**config.mk**
```make
export PLATFORM = sky130hd
export DESIGN_NAME = fifo_wr_arbiter_flat
export DESIGN_NICKNAME = d
export VERILOG_FILES = /design/src/rtl/fifo_wr_arbiter_pkg.sv /design/src/rtl/fifo_wr_arbiter_if.sv /design/src/rtl/fifo_wr_arbiter_rr_pick.sv /design/src/rtl/fifo_wr_arbiter.sv /design/src/flat_wrapper.sv
export SDC_FILE = /design/constraint.sdc
export NUM_CORES = 1
export LEC_CHECK = 0
export CAP_MARGIN = 20
export CORE_MARGIN = 1.5
export CORE_UTILIZATION = 29
export DETAILED_ROUTE_END_ITERATION = 6
export GPL_TIMING_DRIVEN = 0
export PLACE_DENSITY = 0.87
export SYNTH_ARGS = -nofsm -noshare
export SYNTH_HDL_FRONTEND = slang
export SYNTH_SLANG_ARGS = --single-unit
```
**constraint.sdc**
```tcl
create_clock -name clk -period 4.3 [get_ports clk]
set_input_delay 0.86 -clock clk [delete_from_list [all_inputs] [get_ports clk]]
set_output_delay 0.86 -clock clk [all_outputs]
set_load 0.02 [all_outputs]
```
**src/rtl/fifo_wr_arbiter_pkg.sv**
```systemverilog
// Shared types and helpers for the FIFO write-port arbiter.
// FIFO_ARB_PKT_LOCK_EN selects packet-lock release in the top module.
package fifo_arb_pkg;

   typedef enum logic {
      ARB_IDLE  = 1'b0,
      ARB_GRANT = 1'b1
   } arb_state_e;

   function automatic int id_width(input int n);
      return (n <= 2) ? 1 : $clog2(n);
   endfunction

endpackage

```
**src/rtl/fifo_wr_arbiter_if.sv**
```systemverilog
// Requester streams, FIFO write port and arbiter status bundled as one interface.
// master = arbiter side, slave = requesters/FIFO side.
interface fifo_wr_arbiter_if #(
   parameter int NUM_REQ    = 4,
   parameter int DATA_WIDTH = 32
) ();
   localparam int ID_W = fifo_arb_pkg::id_width(NUM_REQ);

   logic [NUM_REQ-1:0]            req_valid;
   logic [NUM_REQ*DATA_WIDTH-1:0] req_data;
   logic [NUM_REQ-1:0]            req_last;
   logic [NUM_REQ-1:0]            req_ready;
   logic                          fifo_wr_en;
   logic [DATA_WIDTH-1:0]         fifo_din;
   logic                          fifo_full;
   logic [ID_W-1:0]               grant_id;
   logic                          busy;

   modport master (
      input  req_valid, req_data, req_last, fifo_full,
      output req_ready, fifo_wr_en, fifo_din, grant_id, busy
   );

   modport slave (
      output req_valid, req_data, req_last, fifo_full,
      input  req_ready, fifo_wr_en, fifo_din, grant_id, busy
   );
endinterface

```
**src/rtl/fifo_wr_arbiter_rr_pick.sv**
```systemverilog
// Combinational round-robin pick: first set bit of i_req searching upward from i_start.
module rr_pick #(
   parameter int N   = 4,
   parameter int IDW = 2
) (
   input  logic [N-1:0]   i_req,
   input  logic [IDW-1:0] i_start,
   output logic           o_found,
   output logic [IDW-1:0] o_idx
);
   logic [IDW-1:0] w_cand;

   always_comb begin
      o_found = 1'b0;
      o_idx   = '0;
      w_cand  = '0;
      for (int k = 0; k < N; k++) begin
         w_cand = IDW'((int'(i_start) + k) % N);
         if (!o_found && i_req[w_cand]) begin
            o_found = 1'b1;
            o_idx   = w_cand;
         end
      end
   end
endmodule

```
**src/rtl/fifo_wr_arbiter.sv**
```systemverilog
// Burst-based round-robin arbiter owning one FIFO write port.
// FIFO_ARB_PKT_LOCK_EN: hold each grant until the req_last beat is written.
//
// state     | meaning
// ARB_IDLE  | no owner; pick next valid requester from rr_ptr
// ARB_GRANT | grant_id owns the FIFO port until release
module fifo_wr_arbiter
   import fifo_arb_pkg::*;
#(
   parameter int NUM_REQ    = 4,
   parameter int DATA_WIDTH = 32,
   parameter int MAX_BURST  = 4
) (
   input  logic           clk,
   input  logic           rst,
   fifo_wr_arbiter_if.master bus
);
   localparam int ID_W  = id_width(NUM_REQ);
   localparam int CNT_W = $clog2(MAX_BURST + 1);
   localparam logic [CNT_W-1:0] CNT_SAT = '1;
   localparam logic [ID_W-1:0]  ID_TOP  = ID_W'(NUM_REQ - 1);

   arb_state_e         r_state, w_next_state;
   logic [ID_W-1:0]    r_rr_ptr, r_grant_id, w_pick_idx, w_grant_inc;
   logic [CNT_W-1:0]   r_beat_cnt;
   logic               w_pick_found, w_g_valid, w_g_last, w_transfer, w_release;
   logic [NUM_REQ-1:0] w_ready;
   logic               w_wr_en;

   rr_pick #(.N(NUM_REQ), .IDW(ID_W)) u_pick (
      .i_req   (bus.req_valid),
      .i_start (r_rr_ptr),
      .o_found (w_pick_found),
      .o_idx   (w_pick_idx)
   );

   assign w_g_valid   = bus.req_valid[r_grant_id];
   assign w_grant_inc = (r_grant_id == ID_TOP) ? '0 : r_grant_id + 1'b1;

`ifdef FIFO_ARB_PKT_LOCK_EN
   assign w_g_last = bus.req_last[r_grant_id];
`else
   localparam logic [CNT_W-1:0] CNT_LAST = CNT_W'(MAX_BURST - 1);
   logic w_unused_last;
   assign w_unused_last = ^bus.req_last;
   assign w_g_last      = (r_beat_cnt == CNT_LAST);
`endif

   always_comb begin
      w_next_state = r_state;
      w_ready      = '0;
      w_wr_en      = 1'b0;
      w_transfer   = 1'b0;
      w_release    = 1'b0;
      case (r_state)
         ARB_IDLE: begin
            if (w_pick_found) w_next_state = ARB_GRANT;
         end
         ARB_GRANT: begin
            // a full FIFO freezes the grant completely, gap or not
            if (!bus.fifo_full) begin
               w_ready[r_grant_id] = 1'b1;
               w_wr_en             = w_g_valid;
               w_transfer          = w_g_valid;
`ifdef FIFO_ARB_PKT_LOCK_EN
               w_release = w_g_valid & w_g_last;
`else
               w_release = ~w_g_valid | w_g_last;
`endif
               if (w_release) w_next_state = ARB_IDLE;
            end
         end
         default: w_next_state = ARB_IDLE;
      endcase
   end

   always_ff @(posedge clk) begin
      if (rst) begin
         r_state    <= ARB_IDLE;
         r_rr_ptr   <= '0;
         r_grant_id <= '0;
         r_beat_cnt <= '0;
      end else begin
         r_state <= w_next_state;
         if (r_state == ARB_IDLE && w_pick_found) begin
            r_grant_id <= w_pick_idx;
            r_beat_cnt <= '0;
         end
         if (w_transfer && r_beat_cnt != CNT_SAT) r_beat_cnt <= r_beat_cnt + 1'b1;
         if (w_release) r_rr_ptr <= w_grant_inc;
      end
   end

   assign bus.req_ready  = rst ? '0 : w_ready;
   assign bus.fifo_wr_en = w_wr_en & ~rst;
   assign bus.fifo_din   = bus.req_data[r_grant_id*DATA_WIDTH +: DATA_WIDTH];
   assign bus.grant_id   = r_grant_id;
   assign bus.busy       = (r_state == ARB_GRANT) & ~rst;
endmodule

```
**src/flat_wrapper.sv**
```systemverilog
// flat-port wrapper written by rule: the top's interface ports become plain ports
module fifo_wr_arbiter_flat import fifo_arb_pkg::*;
#(
   parameter int NUM_REQ    = 4,
   parameter int DATA_WIDTH = 32,
   parameter int MAX_BURST  = 4
)
  (clk, rst, bus_req_valid, bus_req_data, bus_req_last, bus_fifo_full, bus_req_ready, bus_fifo_wr_en, bus_fifo_din, bus_grant_id, bus_busy);
  fifo_wr_arbiter_if #(.NUM_REQ(NUM_REQ), .DATA_WIDTH(DATA_WIDTH)) bus_i ();
  input  logic clk;
  input  logic rst;
  input wire logic [$bits(bus_i.req_valid)-1:0] bus_req_valid;
  input wire logic [$bits(bus_i.req_data)-1:0] bus_req_data;
  input wire logic [$bits(bus_i.req_last)-1:0] bus_req_last;
  input wire logic [$bits(bus_i.fifo_full)-1:0] bus_fifo_full;
  output wire logic [$bits(bus_i.req_ready)-1:0] bus_req_ready;
  output wire logic [$bits(bus_i.fifo_wr_en)-1:0] bus_fifo_wr_en;
  output wire logic [$bits(bus_i.fifo_din)-1:0] bus_fifo_din;
  output wire logic [$bits(bus_i.grant_id)-1:0] bus_grant_id;
  output wire logic [$bits(bus_i.busy)-1:0] bus_busy;
  assign bus_i.req_valid = bus_req_valid;
  assign bus_i.req_data = bus_req_data;
  assign bus_i.req_last = bus_req_last;
  assign bus_i.fifo_full = bus_fifo_full;
  assign bus_req_ready = bus_i.req_ready;
  assign bus_fifo_wr_en = bus_i.fifo_wr_en;
  assign bus_fifo_din = bus_i.fifo_din;
  assign bus_grant_id = bus_i.grant_id;
  assign bus_busy = bus_i.busy;
  fifo_wr_arbiter #(.NUM_REQ(NUM_REQ), .DATA_WIDTH(DATA_WIDTH), .MAX_BURST(MAX_BURST)) u_core (.clk(clk), .rst(rst), .bus(bus_i));
endmodule
```
Yosys cells after proc, flatten, opt, wreduce, memory -nomap -nowiden
Index checks and enable logic that the tools add are counted.

storage, ports and cells
  register bits = 8
  input bits = 139
  output and inout bits = 40
  word-level logic and storage cells = 69

cells by class
  add/sub/neg operators = 5
  magnitude comparators = 6
  eq/ne operators = 3
  shift-type cells = 1
  multiplexer cells = 34
  bitwise gates (word level) = 6
  reduce and logical (&&, ||, !) cells = 10

operator list
  operator                                                           count
  variable part select 128 x 8 -> 32 bit                             1
  two-way mux 1 bit                                                  17
  less-than comparator 2 x 3 -> 1 bit, second input constant         5
  two-way mux 4 bit                                                  3
  binary-select mux 1 bit (select 2 bit)                             5
  two-way mux 2 bit                                                  5
  logical AND 1 bit                                                  6
  two-way mux 3 bit                                                  2
  adder 2 x 1 -> 2 bit, second input constant                        2
  adder 2 bit, second input constant                                 2
  adder 3 x 1 -> 3 bit, second input constant                        1
  equality test 3 x 2 -> 1 bit, second input constant                1
  zero test 1 bit                                                    3
  != test 3 bit, second input constant                               1
  inverter 1 bit                                                     3
  bitwise AND 1 bit                                                  2
  demux 1 bit (select 2 bit)                                         1
  equality test 2 bit, second input constant                         1
  greater-or-equal comparator 2 x 1 -> 1 bit, second input constant  1
  case mux 1 bit (2 select lines)                                    1
  nonzero test 2 bit                                                 1
  OR 1 bit                                                           1

Depth between registers and ports, before layout
  depth after elaboration = 15
  depth in mapped cells = 6
  depth with buffers taken out = 6

By module
Synthesis repeated with hierarchy kept, for this count alone.

unflattened totals
  cells, all modules = 115
  area, all modules = 1,427.6 µm²

modules (own cells, without submodules)
  module           instances  cells an instance  area each (µm²)
  fifo_wr_arbiter  1          100                1,350.0
  rr_pick          1          15                 77.6

Least setup slack after synthesis
OpenSTA, ideal clock, no wires.

  kind = reg-to-output
  start point = reg u_core.r_grant_id[0] (netlist: u_core.bus.grant_id[0])
  end point = out bus_fifo_din[10]
  arrival = 1.627 ns
  setup slack = 1.813 ns
  stages on the path, launching flop included = 4
  path buffers = 2
  cells stage by stage = dfxtp_1 buf_6 buf_2 mux4_2

between the ends
  cells in the longest elaborated chain, start to end = 1

RTL lines
  item                                    line                   text
  start: declaration                      fifo_wr_arbiter.sv:24  logic [ID_W-1:0] r_rr_ptr, r_grant_id, w_pick_idx, w_grant_inc;
  start signal: assignment                fifo_wr_arbiter.sv:86  r_grant_id <= w_pick_idx;
  variable part select 128 x 8 -> 32 bit  fifo_wr_arbiter.sv:96  assign bus.fifo_din = bus.req_data[r_grant_id*DATA_WIDTH +: DATA_WIDTH];
  end: declaration                        flat_wrapper.sv:18     output wire logic [$bits(bus_i.fifo_din)-1:0] bus_fifo_din;

No other way between the ends.

Worst setup path in the final report
  start point = in bus_req_valid[1]
  end point = out bus_fifo_wr_en

between the ends
  cells in the longest elaborated chain, start to end = 5

RTL lines
  item                                     line                   text
  start: declaration                       flat_wrapper.sv:12     input wire logic [$bits(bus_i.req_valid)-1:0] bus_req_valid;
  binary-select mux 1 bit (select 2 bit)   fifo_wr_arbiter.sv:37  assign w_g_valid = bus.req_valid[r_grant_id];
  two-way mux 1 bit (not written as such)  fifo_wr_arbiter.sv:37
  two-way mux 1 bit                        fifo_wr_arbiter.sv:61  if (!bus.fifo_full) begin
  two-way mux 1 bit                        fifo_wr_arbiter.sv:55  case (r_state)
  bitwise AND 1 bit                        fifo_wr_arbiter.sv:95  assign bus.fifo_wr_en = w_wr_en & ~rst;
  end: declaration                         flat_wrapper.sv:17     output wire logic [$bits(bus_i.fifo_wr_en)-1:0] bus_fifo_wr_en;

No other way between the ends. The select of a mux whose other input is x is not followed.

==> impl_metrics.csv <==
group,metric,value,unit
outcome,status,"completed",
clock_network,h-tree-depth,1,
sta,post-route-min-period,3510,ps
placed_design,place_inst,353,
drt,final_antenna_net_count,0,
min_path,min_from,"u_core.r_beat_cnt[1]",
min_path,hold-path-endpoint,"u_core.r_beat_cnt[1]",
clock_network,cts_buffer_depth,2,
clock_network,hold_buffers,0,
critical_path,critPathRequiredTime,3440,ps
global_routing,grt_util_all_layers,24.8,%
floorplanning,rows,25,
floorplanning,dieWidth,73.3,um
critical_path,r2r-end,"u_core.r_rr_ptr[1]",
pwr,p_leak,0.00117,uW
critical_path,end_kind,"output port",
layout,final_cell_area,0.00330,mm2
pwr,p_per_area,186,mW/mm2
sta,hold_viol,0,
clock_network,post_cts_buffers,0,
critical_path,arrival,2650,ps
drt,routed_wl,6.78,mm
pwr,max-vdd-ir-drop,0.000117,V
global_routing,gr-total-overflow,0,
drt,drc,0,
floorplanning,fp.coreArea,0.00475,mm2
drt,dr.first_iter.drc_count,44,
placed_design,placedInstanceArea,0.00326,mm2
min_path,min_path_type,"reg -> reg",
sta,fin_ws,785,ps
sta,min_period_over_period,81.7,%
synthesis,netlist_area,0.00143,mm2
sta,rsz0062_at_grt,"no",
layout,final_layout_size_suffix_gt1_share,17.3,%
clock_network,clock_latency,230,ps
sta,max_slew_margin,60.8,%
placed_design,port_buffers,174,
sta,worst_pin_slew,589,ps
sta,fmax,0.285,GHz
clock_network,cts-resized-gates,0,
synthesis,synth.area.mux_share,55.3,%
synthesis,yosysSeqAreaShare,11.2,%
drt,via_count,1788,
critical_path,start_kind,"input pin",
global_routing,grt_max_degree,11,
synthesis,ys_ff_latch,8,
placed_design,gp_routability_congestion,0.834,
critical_path,worst-r2r-cell-count,6,
placed_design,dpl_worst_slack,782,ps
synthesis,netlist_instances,112,
layout,fillers,391,
synthesis,synth-xor-area-share,0,%
synthesis,syn_nets,258,
clock_network,cts_buffers,3,
flow_run,maxCapViolCount,0,
synthesis,synth_top_area_cell,"mux4_2",
drt,wl_per_cell,19.0,um
layout,final_cells,356,
synthesis,ys_top_cells_by_area,"mux4_2 52%, dfxtp_1 11%, ha_1 6.1%",
layout,nets,437,
critical_path,reg2reg_slack,2580,ps
clock_network,clock_sink_count,8,
sta,clock_skew,3.82,ps
sta,setup_tns,0,ps
clock_network,cts_tree,"done",
synthesis,synth_top_area_share,51.8,%
floorplanning,ios,179,
clock_network,clk_pin_slew,40,ps
floorplanning,start_util,30.2,%
floorplanning,die_area,0.00538,mm2
global_routing,grt_pass1_wl,9.84,mm
layout,synthToLayoutAreaGrowth,130,%
min_path,hold_path_depth,2,
placed_design,hpwlAfterDp,5.90,mm
clock_network,cts_root_buffer,"clkbuf_8",
synthesis,ys_types,29,
critical_path,cp_max_fo,8,
floorplanning,die_y,73.3,um
synthesis,yosys.area_share.simple,11.8,%
synthesis,yosys_warnings,0,
layout,diodes,0,
synthesis,synth.avg_cell_area,12.8,um2
drt,drt-pass1-iter-count,4,
drt,viasPerCell,5.02,
synthesis,synth_compound_area_share,10.8,%
global_routing,grt_pass1_vias,1878,
sta,setup_viol,0,
critical_path,path_class,"in -> out",
sta,drv_slew,0,
synthesis,synth_top_family_by_area,"multiplexers",
global_routing,antenna_found_initial,0,
synthesis,synth_fa_ha_area_share,6.11,%
critical_path,r2r-start,"u_core.bus.grant_id[0]",
sequential cells by signal (all words and copies together), names as in the netlist:
signal,count
u_core.r_rr_ptr,2
u_core.bus.grant_id,2
u_core.r_state,1
u_core.r_beat_cnt,3
cell usage in the layout, fill, tap and decap left out, drive strengths merged:
cell type,count
o31ai,2
nand3,2
nor3b,1
ha,7
mux2,2
mux4,33
nor2b,2
o22ai,1
or4b,1
or3b,1
nand2,2
mux2i,2
nand4b,3
inv,6
a2111o,1
dfxtp,8
buf,5
clkbuf,7
a211oi,1
a221o,2
clkdlybuf4s50,174
a21oi,5
a221oi,2
nor2,9
o21ai,1
a31o,1
and2,5
nand2b,3
cell usage after synthesis:
cell type  number
o31ai_2         2
a21oi_1         5
mux2i_1         2
mux2_4          2
clkbuf_1        4
nand3_1         2
a221o_1         2
inv_1           6
o22ai_1         1
dfxtp_1         8
and2_1          5
o21ai_0         1
nand4b_1        3
a211oi_2        1
a2111o_1        1
nor3b_1         1
buf_2           4
nor2_1          9
or4b_1          1
ha_1            7
a221oi_4        1
a221oi_2        1
nor2b_1         2
nand2b_1        3
mux4_2         33
a31o_2          1
nand2_1         2
or3b_4          1
buf_6           1
cells by family after synthesis:
family                   count (synthesis)
AO/OA/AOI/OAI                           16
adder cells (fa/ha/maj)                  7
multiplexers                            37
AND/OR/NAND/NOR                         29
buffers and inverters                   15
flip-flops                               8
worst max-delay path, cell delays in order:
cell	delay, ps
clkdlybuf4s50_1	540
mux4_2	550
and2_1	180
clkdlybuf4s50_1	530
power by group:
group | internal [uW] | switching, uW | total [uW]
registers | 78.9 | 6.16 | 85.1
logic | 274 | 167 | 440
clock network | 60.6 | 29.2 | 89.8
total | 413 | 202 | 615
per-stage QoR:
step | utilization [%] | hold WS (ps) | power [uW]
finish | 69.4 | 474 | 615
global route | 69.4 | 498 | 645
CTS | 69.4 | 476 | 619
detailed placement | 68.6 | 470 | 528
global placement | 68.6 | 463 | 522
floorplan | - | 452 | 289
metal layers:
metal / global-route usage (%) / wire, um / up-vias
met5: 0 / 0 / -
met4: 5.56 / 119 / 0
met3: 4.94 / 472 / 12
met2: 48.3 / 3740 / 89
met1: 27.4 / 2440 / 860
li1: - / - / 827
area by class of cell:
class	instances	area (um2)	area share [%]
inverter	6	22.5	0.682
timing repair buffer	174	1740	52.8
clock buffer	3	41.3	1.25
multi-input combinational	89	1200	36.5
buffer	9	46.3	1.40
sequential	8	160	4.85
tap	67	83.8	2.54
how the worst max path moves through the flow:
| stage | start | endpoint | slack (ps) | depth (start not counted) |
|---|---|---|---|---|
| 3_5_place_dp | bus_req_valid[1] | bus_fifo_wr_en | 780 | 4 |
| 2_1_floorplan | u_core.bus.grant_id[0] | bus_fifo_din[10] | 1810 | 3 |
| 4_1_cts | bus_req_valid[1] | bus_fifo_wr_en | 790 | 4 |
| 6_report | bus_req_valid[1] | bus_fifo_wr_en | 790 | 4 |
| 3_3_place_gp | bus_req_valid[1] | bus_fifo_wr_en | 810 | 4 |
| 5_1_grt | bus_req_valid[1] | bus_fifo_wr_en | 730 | 4 |
(Power assumes the default switching activity.)
